$ cat config.mk
export PLATFORM = sky130hd
export DESIGN_NAME = median_frame_ctrl
export DESIGN_NICKNAME = d
export VERILOG_FILES = /design/src/rtl/median_frame_ctrl.sv
export SDC_FILE = /design/constraint.sdc
export NUM_CORES = 1
export LEC_CHECK = 0
export CORE_UTILIZATION = 43
export DETAILED_ROUTE_END_ITERATION = 7
export DONT_BUFFER_PORTS = 1
export REMOVE_ABC_BUFFERS = 1
export SYNTH_ARGS = -nofsm -noshare
export SYNTH_HDL_FRONTEND = slang
export SYNTH_SLANG_ARGS = --single-unit
$ cat constraint.sdc
create_clock -name clk -period 2.3 [get_ports clk]
set_input_delay 0.345 -clock clk [delete_from_list [all_inputs] [get_ports clk]]
set_output_delay 0.345 -clock clk [all_outputs]
set_load 0.02 [all_outputs]
$ cat src/rtl/median_frame_ctrl.sv
// Frame sequencer for the median filter windowing datapath.
// The sequencer clears the window address generator and then issues one read per
// memory word for the whole frame. A valid shift register tracks the read latency
// and the filter latency, and produces the output-memory write strobes. After the
// last issue the controller drains that pipe, then pulses done.
//
// Handshake: there is no valid/ready pair. hold is a level-sensitive back-pressure
// input. While hold is high in RUN, no read is issued (addr_en=0). Work that is
// already in the valid pipe keeps moving, because the pipe is never stalled.
module median_frame_ctrl #(
  parameter int IMG_WIDTH      = 234,
  parameter int IMG_HEIGHT     = 234,
  parameter int PIX_PER_WORD   = 4,
  parameter int RD_LATENCY     = 1,
  parameter int PIPE_LATENCY   = 10,
  parameter int LUT_ADDR_WIDTH = 10
) (
  input  logic                      clk,
  input  logic                      rst,
  input  logic                      start,
  input  logic                      abort,
  input  logic                      hold,
  output logic                      busy,
  output logic                      done,
  output logic                      addr_clr,
  output logic                      addr_en,
  output logic                      line_end,
  output logic [9:0]                col_count,
  output logic [9:0]                line_count,
  output logic                      window_valid,
  output logic                      out_valid,
  output logic [LUT_ADDR_WIDTH-1:0] out_addr,
  output logic [2:0]                state_dbg
);

  localparam int COLS = IMG_WIDTH / PIX_PER_WORD;
  localparam int VL   = RD_LATENCY + PIPE_LATENCY;
  localparam logic [9:0] COL_LAST  = 10'(COLS - 1);
  localparam logic [9:0] LINE_LAST = 10'(IMG_HEIGHT - 3);

  typedef enum logic [2:0] {
    S_IDLE  = 3'd0,
    S_CLEAR = 3'd1,
    S_RUN   = 3'd2,
    S_FLUSH = 3'd3,
    S_DONE  = 3'd4
  } state_t;

  state_t          state, state_n;
  logic [VL-1:0]   vpipe;

  assign state_dbg    = state;
  assign window_valid = vpipe[RD_LATENCY-1];
  assign out_valid    = vpipe[VL-1];

  // State register
  always_ff @(posedge clk or posedge rst) begin
    if (rst) state <= S_IDLE;
    else     state <= state_n;
  end

  // Next state and per-state strobes; abort overrides any transition
  always_comb begin
    state_n  = state;
    busy     = (state != S_IDLE);
    done     = 1'b0;
    addr_clr = 1'b0;
    addr_en  = 1'b0;
    line_end = 1'b0;
    case (state)
      S_IDLE:  if (start) state_n = S_CLEAR;
      S_CLEAR: begin
        addr_clr = 1'b1;
        state_n  = S_RUN;
      end
      S_RUN: begin
        addr_en  = !hold;
        line_end = !hold && (col_count == COL_LAST);
        if (!hold && col_count == COL_LAST && line_count == LINE_LAST)
          state_n = S_FLUSH;
      end
      S_FLUSH: if (vpipe == '0) state_n = S_DONE;
      S_DONE: begin
        done    = 1'b1;
        state_n = S_IDLE;
      end
      default: state_n = S_IDLE;
    endcase
    if (abort) state_n = S_IDLE;
  end

  // Column/line position of the next read; wraps columns into lines
  always_ff @(posedge clk or posedge rst) begin
    if (rst) begin
      col_count  <= '0;
      line_count <= '0;
    end else if (abort || state == S_CLEAR) begin
      col_count  <= '0;
      line_count <= '0;
    end else if (addr_en) begin
      if (col_count == COL_LAST) begin
        col_count  <= '0;
        line_count <= line_count + 10'd1;
      end else begin
        col_count <= col_count + 10'd1;
      end
    end
  end

  // Valid pipe: one bit per issued read, shifted every cycle regardless of hold
  always_ff @(posedge clk or posedge rst) begin
    if (rst)        vpipe <= '0;
    else if (abort) vpipe <= '0;
    else            vpipe <= {vpipe[VL-2:0], addr_en};
  end

  // Output write address, advanced after every write strobe
  always_ff @(posedge clk or posedge rst) begin
    if (rst)                             out_addr <= '0;
    else if (abort || state == S_CLEAR)  out_addr <= '0;
    else if (out_valid)                  out_addr <= out_addr + 1'b1;
  end

endmodule

==> impl_metrics.ini, run 1 <==
[power_and_ir_drop]
pwr-share-comb_pct = 9.6
swShare_pct = 26.6
p_total_mw = 1.41
p_clk_share_pct = 34.4
p_sw_mw = 0.375
peakVddDrop_mv = 0.258
internal_power_mw = 1.03
p_seq_share_pct = 56.1
p_per_area_mw_per_mm2 = 594
p_leak_nw = 1.04

[logic_synthesis]
syn_inst = 215
synthTopCellsByArea = dfrtp_1 (51%), nor2b_1 (3.8%), or4_1 (3.1%), xor2_1 (2.8%), a21oi_1 (2.8%)
ys_ff_latch = 44
yosys.area.top_type_share_pct = 51.1
synthArstFlopShare_pct = 100
synth_area_sq_mm = 0.00216
synth.avg_cell_area_sq_um = 10.0
yosysWarnings = 0
synth-seq-area-share_pct = 51.1
synth.distinct_cells = 40
synth_edf_count = 0
synth_flop_cell = dfrtp_1
yosys.area.top_type = dfrtp_1

[grt]
grt_max_degree = 45
grt_pass1_wl_um = 7530
overflow = 0
grt.total_usage_pct = 18.8
grt_pass1_vias = 1577
antenna_found_initial = 0

[layout]
drive_above_1_share_pct = 11.1
utilization_pct = 49.5
area_growth_pct = 9.98
fin_nets = 234
num_antenna_cells = 0

[clock_tree]
cts_root_buffer = clkbuf_8
clock_latency_ns = 0.30
cts_buffer_depth = 2
cts_max_level = 2
clkSinkCount = 44
cts_tree = built
clk_pin_slew_ns = 0.08
cts_made_buffers = 5

[route]
drt_iter0_markers = 76
ant_nets = 0
wirelength_um = 4560
vias_per_cell = 5.78
via_count = 1693
drc_errors = 0
post_drt_wl_per_cell_um = 15.5
dr.pass1.iters = 4

[timing]
tightest_slew_ns = 0.570
fin_worst_skew_ns = 0.00478
maxSlewHeadroom_pct = 61.8
whs_ns = 0.0789
fin_crit_sh_pct = 91.7
post-route-min-period_ns = 2.11
finalSetupViolCount = 0
setup_ws_ns = 0.191
maxSlewViolCount = 0
finalHoldViolCount = 0
grt_setup_unrepaired = false
tns_ns = 0
fmax_mhz = 474

[place]
port_buffers = 0
gp_congestion = 0.826
dpl.hpwl_um = 3230
pre_cts_slack_ns = 0.294

[floorplan]
chipHeight_um = 72.8
start_util_pct = 45.0
die_area_sq_mm = 0.00530
die_width_um = 72.8
coreArea_sq_mm = 0.00479
ioPinCount = 45
std_cell_rows = 25

[hold_path]
hp-class = primary input to async pin

[critical_path]
timing.critical_path.slowest_cell_delay_ns = 0.49
crit_type = flip-flop to output pin
crit_arrival_ns = 1.76
critPathLaunchType = flip-flop
crit_required_ns = 1.96
crit_slowest_cell = dfrtp_1
crit_chain = inv_1 -> ha_1 -> nor2b_1 -> nand3_1 -> nor2_2
crit_fanout = 6
endpoint_kind = output pin

[run_status]
status = finished clean

[job]
max_cap_viol_count = 0
-- Yosys cell counts (all sizes together), types with 4 or more instances --
library cell  number
nor2              16
nor2b             13
o31ai              5
dfrtp             44
o21ai              9
or3                7
buf                4
ha                 4
and4               4
or4                9
inv                6
a21oi             12
nand4              6
nand2             17
and3               6
o211ai             4
nand3             11
xor2               7
-- worst paths after layout --
path / from / to / slack [ns] / cells past startpoint
worst max-delay path: col_count[1] / line_end / 0.19 / 5
worst min-delay path: rst / out_addr[0] / 0.08 / 2
worst max register to register: col_count[1] / line_count[4] / 0.27 / 6
worst min register to register: vpipe[9] / vpipe[10] / 0.50 / 1
max in group asynchronous: rst / line_count[0] / 1.84 / 2
min in group clk: abort / vpipe[7] / 0.09 / 1
-- cell families after synthesis --
family | Yosys count | synth area share (%)
multiplexers | 3 | 1.39
AND/OR/NAND/NOR | 104 | 27.9
adder cells (fa/ha/maj) | 4 | 2.32
AO/OA/AOI/OAI | 37 | 10.8
XOR/XNOR | 9 | 3.66
buffers and inverters | 14 | 2.84
flip-flops | 44 | 51.1
-- critical path: cells and delay by family, from the launching register on --
family        cells  cell delay (ns)
flops             1             0.49
buf+inv           1             0.12
simple gates      3             0.72
fa+ha+maj         1             0.13
-- metal layers --
layer	global-route usage, %	wire [um]	vias to the layer above
li1	-	-	806
met1	25.1	2120	831
met2	28.8	2050	48
met3	5.39	306	8
met4	8.06	78	0
met5	0	0	-
-- per-stage QoR --
step / instances / cell area [sq um]
finish: 293 / 2370
global route: 293 / 2370
CTS: 293 / 2370
detailed placement: 285 / 2280
global placement: 285 / 2280
floorplan: 208 / 2120
-- cells in the final DEF (no fill, tap or decap), types with 2 or more instances in the layout --
cell / netlist / final
o31ai_1: 5 / 5
nor2b_1: 13 / 13
nor3_1: 3 / 3
nand2b_1: 2 / 2
or3_1: 7 / 7
o21ai_0: 9 / 9
ha_1: 4 / 4
and3_1: 6 / 6
and4_1: 4 / 4
nor4_1: 2 / 2
clkinv_2: 1 / 3
inv_1: 6 / 6
nand4_1: 6 / 6
xor2_1: 7 / 7
mux2i_1: 3 / 3
a21oi_1: 12 / 12
nand2_1: 16 / 16
or4_1: 9 / 9
buf_4: 1 / 10
clkbuf_8: 0 / 5
dfrtp_1: 44 / 44
nand3_1: 11 / 11
xnor2_1: 2 / 2
nor2_1: 16 / 15
nor3b_1: 2 / 2
a311oi_1: 2 / 2
o211ai_1: 4 / 4
-- final cells by class --
class                   instances  area, sq um
fillers                       460         2410
flip-flops and latches         44         1100
multi-input cells             157          996
well taps                      67         83.8
repair buffers                 10         75.1
clock buffers                   5         68.8
inverters                       7         27.5
clock inverters                 3         18.8
-- power groups by stage --
stage | Clock [mW] | Combinational (mW) | Sequential (mW)
floorplan | 0 | 0.0797 | 0.819
global placement | 0 | 0.134 | 0.805
detailed placement | 0 | 0.137 | 0.806
CTS | 0.493 | 0.137 | 0.790
global route | 0.520 | 0.150 | 0.792
finish | 0.484 | 0.135 | 0.790
-- flip-flops by register name (all words and copies together) (netlist names) --
| name | cells |
|---|---|
| line_count | 10 |
| vpipe | 11 |
| col_count | 10 |
| state_dbg | 3 |
| out_addr | 10 |
-- what timing repair did --
item                       CTS  global route
resized for setup            0             1
hold buffers                 0             0
setup buffers                0             0
setup endpoints to repair    0             1
Power figures use the tool's default switching activity.
==> run 2, diff against run 1 <==
CTS_BUF_LIST = sky130_fd_sc_hd__clkbuf_4 sky130_fd_sc_hd__clkbuf_8   (was default)
==> results of run 2 <==
The final DEF is identical to that of run 1; final timing and power are the same.
